[config.mk]
export PLATFORM = sky130hd
export DESIGN_NAME = serial_adder_ctrl
export DESIGN_NICKNAME = d
export VERILOG_FILES = /design/src/rtl/serial_adder_ctrl.sv
export SDC_FILE = /design/constraint.sdc
export NUM_CORES = 1
export LEC_CHECK = 0
export CORE_MARGIN = 2
export CORE_UTILIZATION = 51
export DETAILED_ROUTE_END_ITERATION = 10
export HOLD_SLACK_MARGIN = 0.06
export PLACE_DENSITY = 0.76
export SKIP_LAST_GASP = 1
export SLEW_MARGIN = 20
export SYNTH_ARGS = -nofsm -noshare
export SYNTH_HDL_FRONTEND = slang
export SYNTH_SLANG_ARGS = --single-unit
[constraint.sdc]
create_clock -name clk -period 1.9 [get_ports clk]
set_input_delay 0.38 -clock clk [delete_from_list [all_inputs] [get_ports clk]]
set_output_delay 0.38 -clock clk [all_outputs]
set_load 0.03 [all_outputs]
[src/rtl/serial_adder_ctrl.sv]
// serial_adder_ctrl: bit-serial adder controller.
// One shared full-adder cell is stepped over a WIDTH-bit operand pair, LSB
// first, one bit per clock, with the carry held in a flop between bits.
// Valid/ready handshakes on the operand side (in_*) and result side (out_*).
// Optional build macro SERIAL_ADD_SUB_EN adds a 'sub' port; subtraction is
// done as a + ~b + 1 through the same cell.

// Single-bit full adder, pure dataflow.
module full_adder_dataflow (
  input  logic a,
  input  logic b,
  input  logic c_in,
  output logic s,
  output logic c_out
);
  assign s     = a ^ b ^ c_in;
  assign c_out = (a & b) | (c_in & (a ^ b));
endmodule

module serial_adder_ctrl #(
  parameter int WIDTH = 8,
  parameter int CNT_W = $clog2(WIDTH + 1)
) (
  input  logic             clk,
  input  logic             rst,
  input  logic             in_valid,
  output logic             in_ready,
`ifdef SERIAL_ADD_SUB_EN
  input  logic             sub,
`endif
  input  logic [WIDTH-1:0] a,
  input  logic [WIDTH-1:0] b,
  input  logic             c_in,
  output logic             out_valid,
  input  logic             out_ready,
  output logic [WIDTH-1:0] sum,
  output logic             c_out
);

  typedef enum logic [1:0] {
    IDLE = 2'd0,
    BUSY = 2'd1,
    DONE = 2'd2
  } state_t;

  state_t           state;
  logic [WIDTH-1:0] a_sh;
  logic [WIDTH-1:0] b_sh;
  logic [WIDTH-1:0] sum_sh;
  logic [WIDTH-1:0] sum_sh_next;
  logic             carry;
  logic [CNT_W-1:0] count;
  logic             fa_s;
  logic             fa_c;
  logic             last_bit;
  logic             unused_sum_lsb;

  // Operand B and initial carry as loaded at accept time.
  logic [WIDTH-1:0] b_load;
  logic             carry_load;

`ifdef SERIAL_ADD_SUB_EN
  // Subtract as a + ~b + 1; c_in plays no part in that case.
  always_comb begin
    b_load     = sub ? ~b : b;
    carry_load = sub ? 1'b1 : c_in;
  end
`else
  // Add-only build: operands pass straight through.
  always_comb begin
    b_load     = b;
    carry_load = c_in;
  end
`endif

  full_adder_dataflow u_fa (
    .a     (a_sh[0]),
    .b     (b_sh[0]),
    .c_in  (carry),
    .s     (fa_s),
    .c_out (fa_c)
  );

  assign last_bit = (count == CNT_W'(WIDTH - 1));

  // The LSB of the sum shift register falls off the end on each shift and
  // is never needed; tie it off so it reads as deliberately unused.
  assign unused_sum_lsb = sum_sh[0];

  // Next sum shift value: new bit enters at the MSB, others move down.
  // Written as a loop so WIDTH=1 needs no reversed part-select.
  always_comb begin
    sum_sh_next          = '0;
    sum_sh_next[WIDTH-1] = fa_s;
    for (int unsigned i = 0; i < WIDTH - 1; i++) begin
      sum_sh_next[i] = sum_sh[i+1];
    end
  end

  // Control FSM plus datapath registers; all outputs are registered.
  always_ff @(posedge clk) begin
    if (rst) begin
      state     <= IDLE;
      in_ready  <= 1'b1;
      out_valid <= 1'b0;
      sum       <= '0;
      c_out     <= 1'b0;
      a_sh      <= '0;
      b_sh      <= '0;
      sum_sh    <= '0;
      carry     <= 1'b0;
      count     <= '0;
    end else begin
      case (state)
        IDLE: begin
          in_ready  <= 1'b1;
          out_valid <= 1'b0;
          if (in_valid) begin
            a_sh     <= a;
            b_sh     <= b_load;
            carry    <= carry_load;
            count    <= '0;
            sum_sh   <= '0;
            in_ready <= 1'b0;
            state    <= BUSY;
          end
        end
        BUSY: begin
          a_sh   <= a_sh >> 1;
          b_sh   <= b_sh >> 1;
          sum_sh <= sum_sh_next;
          carry  <= fa_c;
          count  <= count + CNT_W'(1);
          if (last_bit) begin
            sum       <= sum_sh_next;
            c_out     <= fa_c;
            out_valid <= 1'b1;
            state     <= DONE;
          end
        end
        DONE: begin
          if (out_ready) begin
            out_valid <= 1'b0;
            in_ready  <= 1'b1;
            state     <= IDLE;
          end
        end
        default: begin
          state     <= IDLE;
          in_ready  <= 1'b1;
          out_valid <= 1'b0;
        end
      endcase
    end
  end

endmodule

### After elaboration in Yosys (flattened, before gate mapping)

Cells that the tools add are included.

* flip-flop bits (word level): 42
* output and inout bits: 11
* word-level logic and storage cells: 50

* add/sub/neg operators: 1
* equality and inequality tests: 6
* mux-type cells: 20
* bitwise gates (word level): 6
* reductions and logical operators: 7

Operators by type and width (number)
* 8-bit case mux with 2 select lines: 3
* 8-bit two-way mux: 3
* 4-bit case mux with 2 select lines: 1
* 2-bit AND reduction: 4
* 2-bit two-way mux: 3
* 2-bit inequality test (second input constant): 3
* 2-bit case mux with 3 select lines: 1
* 1-bit two-way mux: 5
* 4-bit by 1-bit adder with 4-bit output (second input constant): 1
* 4-bit by 3-bit equality test with 1-bit output (second input constant): 1
* 4-bit two-way mux: 1
* 1-bit case mux with 2 select lines: 2
* 1-bit case mux with 3 select lines: 1
* 3-bit AND reduction: 1
* 1-bit AND: 2
* 2-bit by 1-bit equality test with 1-bit output (second input constant): 1
* 2-bit equality test (second input constant): 1
* 2-bit zero test: 1
* 2-bit nonzero test: 1
* 1-bit bitwise XOR: 2
* 1-bit NOT: 1
* 1-bit bitwise OR: 1

### Depth between registers and ports, before layout

Gate-level depths: netlist of run 1.

* depth in word-level cells: 4
* gate-level depth with buffers: 5
* gate-level depth less buffers: 4

### By module

Synthesis of run 1 repeated with hierarchy kept, for this count alone.

* cell total of the unflattened synthesis: 176
* area, all modules: 1754.2 um2

By module, submodules not included
* serial_adder_ctrl: times used 1, cells each 175, area each 1734.2 um2, sequential area each 820.8 um2
* full_adder_dataflow: times used 1, cells each 1, area each 20.0 um2, sequential area each 0.0 um2

### Least setup slack after synthesis of run 1

No wires, ideal clock.

* path kind: reg2reg
* from: register count[0]
* to: register c_out
* library setup time: 0.116 ns
* data arrival time: 1.192 ns
* path slack: 0.592 ns
* cell stages (with the launch flop): 6
* buffers on the path: 1
* period minus slack after synthesis: 1.308 ns
* path through: dfxtp_1 -> ha_1 -> and3b_1 -> and2_1 -> buf_2 -> a31o_1

* cells in the longest elaborated chain, start to end: 2

Ends and longest elaborated chain
* start, declared: RTL line 52 `logic [CNT_W-1:0] count;`
* start signal, assigned: RTL line 133 `count <= count + CNT_W'(1);`
* 4-bit by 3-bit equality test with 1-bit output: RTL line 84 `assign last_bit = (count == CNT_W'(WIDTH - 1));`
* 2-bit AND reduction (no line)
* end signal, assigned: RTL line 107 `c_out <= 1'b0;`
* end signal, assigned: RTL line 136 `c_out <= fa_c;`
* end, declared: RTL line 37 `output logic c_out`

No other way between the ends.
A chain may end at the register's enable or synchronous reset.

### Worst setup path after layout of run 1

* from: register in_ready
* to: output port in_ready

RTL lines
* start, declared: RTL line 27 `output logic in_ready,`
* start signal, assigned: RTL line 104 `in_ready <= 1'b1;`
* start signal, assigned: RTL line 116 `in_ready <= 1'b1;`
* start signal, assigned: RTL line 124 `in_ready <= 1'b0;`

No word-level cell between the ends.

==> impl_metrics.yaml, run 1 <==
global_routing:
  grt_pass1_wl_microns: 6530
  grt_max_degree: 24
  overflow: 0
  track_usage_pct: 20.7
  grt_antenna_before_repair: 0
  grt_pass1_vias: 1364
critical_path:
  crit_required_ns: 1.52
  worstPathMaxFanout: 3
  critPathArrivalTime_ns: 1.39
  reg2reg_from: "state[0]$_SDFFE_PP0P_"
  slowest_stage: "clkdlybuf4s50_1"
  max_stage_delay_ns: 0.68
  startpoint: "in_ready$_SDFFE_PP1P_"
  worstPathBufferInverterCount: 1
  crit_chain: "clkdlybuf4s50_1"
  r2r_slack_ns: 0.30
  cp-end-kind: "output port"
  crit_family: "buffers and inverters"
  startpoint_type: "register"
  crit_type: "reg -> out"
drt:
  dr.pass1.iters: 4
  drc_errors: 0
  postRouteAntennaNets: 0
  drt_iter0_drc: 70
  wl_microns: 3720
  wl_per_cell_microns: 14.8
  routed_via_density: 5.63
  num_vias: 1413
sta:
  fin_crit_sh_pct: 93.4
  finClkSkew_ns: 0.00428
  tightest_slew_ns: 0.601
  final.min_clock_period_ns: 1.77
  slew_viol_final: 0
  clock.fmax_mhz: 564
  fin_ws_ns: 0.126
  fin_tns_setup_ns: 0
  rsz0062_at_grt: "false"
  finalHoldViolCount: 0
  finalSetupViolations: 0
  maxSlewHeadroom_pct: 59.9
place:
  dp_slack_ns: 0.0272
  place_congestion: 0.800
  place_hpwl_microns: 2540
  numPortBuffers: 31
clock_network:
  cts_buffers: 5
  clkTransAtPathRegs_ns: 0.11
  cts.sinks: 41
  cts_tree: "built"
  ctsHoldBuffers: 0
  cts_resized: 0
  clk_latency_ns: 0.35
  cts_setup_buffers: 0
  clock_path_buffers: 2
  root_buffer: "clkbuf_4"
  htreeDepth: 2
synthesis:
  syn_nets: 198
  synth-adder-area-share_pct: 1.84
  ys_seq_elements: 41
  post_synth_mux_area_share_pct: 0
  ys_warn_count: 0
  synth_top_family_by_area: "compound AO/OA/AOI/OAI gates"
  post_synth_xor_area_fraction_pct: 0
  yosys.area_share.simple_pct: 13.2
  yosys_most_used_dff: "dfxtp_1"
  ys_seq_area_share_pct: 46.5
  yosysUniqueCellTypes: 36
  synthArstFlopShare_pct: 0
  synth_edf_count: 0
  synth_compound_gate_area_share_pct: 32.2
  syn_inst: 175
  syn_avg_cell_area_sq_um: 10.1
  synth.cell_area_sq_um: 1760
job:
  max_cap_violations: 0
worst_hold_path:
  min_path_type: "reg -> reg"
  holdCritStartpoint: "b_sh[7]$_SDFFE_PP0P_"
floorplan:
  start_util_pct: 52.9
  pin_count: 32
  die_h_microns: 62.8
  num_rows: 21
  dieArea_sq_um: 3950
  die_w_microns: 62.8
  core_area_sq_um: 3340
cells_and_area:
  final_nets: 227
  drive_gt1_share_pct: 16.6
  final_cell_mix: "41 x dfxtp_1, 31 x clkdlybuf4s50_1, 15 x a21oi_1"
  final_common_cell: "dfxtp_1"
  diodes: 0
  syn_to_final_growth_pct: 22.2
power_and_ir_drop:
  switchingPower_mw: 0.398
  internal-power_mw: 1.23
  p_clk_share_pct: 30.1
  power.density_nw_per_um2: 754
  power_leakage_nw: 0.794
  p_seq_share_pct: 57.2
  p_comb_share_pct: 12.7
  swShare_pct: 24.5
  ir_drop_v: 0.000421
status:
  outcome: "completed"
[metal layers]
layer / wire length [microns] / global-route usage (%) / up-vias
li1: - / - / 709
met1: 1810 / 28.5 / 667
met2: 1690 / 31.0 / 31
met3: 158 / 5.95 / 6
met4: 56 / 6.67 / 0
met5: 0 / 0 / -
[area by class of cell]
cell class                      count  area, sq um
Fill cell                         282         1180
Clock inverter                      1         5.00
Tap cell                           46         57.6
Inverter                            5         18.8
Clock buffer                        7         65.1
Timing Repair Buffer               37          355
Multi-Input combinational cell    114          833
Sequential cell                    41          821
[cell families (layout without fill, tap and decap cells)]
family	after synthesis	after routing
compound gates	72	72
fa+ha+maj	2	2
buf+inv	20	50
flops	41	41
simple gates	40	40
[state kept, by name, indices dropped and copies added (netlist names)]
name and flops:
c_out 1, b_sh 8, carry 1, sum_sh 7, a_sh 8, in_ready 1, state 2, out_valid 1
count 4, sum 8
[per-stage QoR]
stage                     power [mW]  instances  hold slack [ns]  util [%]  instance area [sq um]
after floorplan                 1.08        175            0.446         -                   1760
after detailed placement        1.16        243            0.458      62.5                   2090
after CTS                       1.65        251            0.475      64.6                   2160
after global routing            1.70        251            0.492      64.6                   2160
after global placement          1.15        243            0.459      62.5                   2090
final                           1.63        251            0.473      64.6                   2160
[final timing paths]
| path | end | cells after the start |
|---|---|---|
| worst max-delay path | in_ready | 1 |
| worst min-delay path | b_sh[7]$_SDFFE_PP0P_ | 2 |
| worst max register to register | a_sh[4]$_SDFFE_PP0P_ | 3 |
| worst min register to register | b_sh[7]$_SDFFE_PP0P_ | 2 |
[synthesized netlist by cell type (all sizes together), types with 2 or more instances]
library cell   n  area share, %
a31o           9            4.5
and2b          2           0.92
o22ai          2           0.71
o221a         15            9.6
a2bb2oi        2           0.99
dfxtp         41             47
a22oi          8            3.4
nand2          5            1.1
inv            5            1.1
nand2b        11            4.8
nor2          12            2.7
clkbuf         3           0.64
nor3b          3            1.3
a21oi         15            4.3
buf           12            4.5
o21ai          3           0.85
a211oi         2            1.1
nand3          2           0.57
o21a          13            5.5
[power by group through the flow]
stage	Clock (mW)	Combinational (mW)	Sequential, mW
floorplan	0	0.137	0.941
global placement	0	0.199	0.948
detailed placement	0	0.206	0.949
CTS	0.508	0.207	0.930
global route	0.537	0.225	0.935
finish	0.489	0.206	0.930
Note: power is estimated with default switching activity, not from simulation.
==> inputs of run 2 (changes only) <==
clock period = 1.8 ns   (was 1.9 ns; I/O delays follow)
==> run 2 against run 1 <==
  * Via count up 1.5%
  * Total power is 9.5% higher
  * Die area stayed put
  * Register-to-register slack worse by 0.04 ns
  * Clock-buffer cell count down 2
  * Critical endpoint unchanged
  * Largest cell class unchanged
  * Largest power group unchanged
  * Highest routed layer unchanged
==> impl_metrics.yaml, run 2 (synthesis gave the netlist of run 1 again) <==
place:
  placed_area_sq_um: 2120
  numPortBuffers: 31
  place_congestion: 0.782
  place_hpwl_microns: 2550
job:
  max_cap_violations: 0
cells_and_area:
  drive_gt1_share_pct: 17.4
  final_cell_mix: "41 x dfxtp_1, 31 x clkdlybuf4s50_1, 15 x a21oi_1"
  final_cell_area_sq_um: 2190
  final_common_cell: "dfxtp_1"
  largestRegisters: "a_sh x8, b_sh x8, sum x8"
  diodes: 0
  final_nets: 230
  syn_to_final_growth_pct: 24.3
worst_hold_path:
  min_path_type: "reg -> reg"
  holdCritStartpoint: "b_sh[7]$_SDFFE_PP0P_"
critical_path:
  reg2reg_from: "state[1]$_SDFFE_PP0P_"
  worstPathMaxFanout: 3
  cp-end-kind: "output port"
  startpoint_type: "register"
  worstPathBufferInverterCount: 1
  max_stage_delay_ns: 0.68
  critPathArrivalTime_ns: 1.38
  crit_required_ns: 1.44
  slowest_stage: "clkdlybuf4s50_1"
  startpoint: "in_ready$_SDFFE_PP1P_"
  crit_family: "buffers and inverters"
  crit_chain: "clkdlybuf4s50_1"
  r2r_slack_ns: 0.26
  crit_type: "reg -> out"
sta:
  fin_tns_setup_ns: 0
  final.min_clock_period_ns: 1.74
  clock.fmax_mhz: 574
  finClkSkew_ns: 0.0128
  finalSetupViolations: 0
  tightest_slew_ns: 0.613
  fin_crit_sh_pct: 96.8
  finalHoldViolCount: 0
  rsz0062_at_grt: "false"
  slew_viol_final: 0
  maxSlewHeadroom_pct: 59.1
drt:
  drt_iter0_drc: 72
  postRouteAntennaNets: 0
  wl_per_cell_microns: 14.9
  wl_microns: 3760
  routed_via_density: 5.67
  dr.pass1.iters: 4
  num_vias: 1434
  drc_errors: 0
global_routing:
  grt_pass1_vias: 1378
  track_usage_pct: 20.4
  grt_antenna_before_repair: 0
  overflow: 0
  grt_max_degree: 24
  grt_pass1_wl_microns: 6470
power_and_ir_drop:
  ir_drop_v: 0.000406
  power_leakage_nw: 0.814
  power.density_nw_per_um2: 811
clock_network:
  clk_latency_ns: 0.34
  clock_path_buffers: 2
  root_buffer: "clkbuf_4"
  ctsHoldBuffers: 0
  cts_buffers: 5
  cts_resized: 0
  cts_tree: "built"
  cts.sinks: 41
  cts_setup_buffers: 0
  clkTransAtPathRegs_ns: 0.11
  htreeDepth: 2
floorplan:
  start_util_pct: 52.9
  dieArea_sq_um: 3950
  die_w_microns: 62.8
  core_area_sq_um: 3340
  die_h_microns: 62.8
  pin_count: 32
  num_rows: 21
status:
  outcome: "completed"
[run 2: changes by cell type in the layout (fill, tap and decap cells not counted)]
cell / delta
clkbuf_8: -2
buf_12: +1
bufinv_16: +1
buf_4: +2
[run 2: tightest hold or removal path, stage by stage, from the launching register on]
cell,delay [ns]
dfxtp_1,0.33
nand2_1,0.05
o22ai_1,0.06
[run 2: power by group]
group | total [mW] | leakage [nW] | switching [mW] | internal (mW)
logic | 0.236 | 0.437 | 0.107 | 0.129
clock network | 0.567 | 0.0410 | 0.284 | 0.283
registers | 0.977 | 0.335 | 0.0277 | 0.949
[run 2: final cells by class]
class	instances	area (sq um)
clock buffer	5	37.5
clock inverter	2	35.0
fill	285	1140
inverter	5	18.8
multi-input combinational	114	833
sequential	41	821
tap	46	57.6
timing repair buffer	40	390
[run 2: stage by stage]
| step | hold slack (ns) | util (%) | total power [mW] | setup slack [ns] | std cells |
|---|---|---|---|---|---|
| 2_1_floorplan | 0.446 | - | 1.14 | 0.492 | 175 |
| 3_3_place_gp | 0.458 | 63.6 | 1.22 | 0.114 | 246 |
| 3_5_place_dp | 0.465 | 63.6 | 1.23 | 0.0740 | 246 |
| 4_1_cts | 0.481 | 65.7 | 1.79 | 0.0428 | 253 |
| 5_1_grt | 0.516 | 65.7 | 1.85 | 0.00123 | 253 |
| 6_report | 0.478 | 65.7 | 1.78 | 0.0569 | 253 |
[run 2: metal layers]
layer  wire, microns  track usage, %  part of all wire [%]  vias up
met5               0               0                     0        -
met4              31            5.83                  0.82        0
met3             162            4.68                   4.3        4
met2            1710            32.8                    46       33
met1            1850            27.5                    49      683
li1                -               -                     -      714
[run 2: path summary, 6_finish.rpt]
check,to,cells after the start
setup / recovery,in_ready,1
setup reg to reg,sum[6]$_SDFFE_PP0P_,3
hold reg to reg,b_sh[7]$_SDFFE_PP0P_,2
hold / removal,b_sh[7]$_SDFFE_PP0P_,2
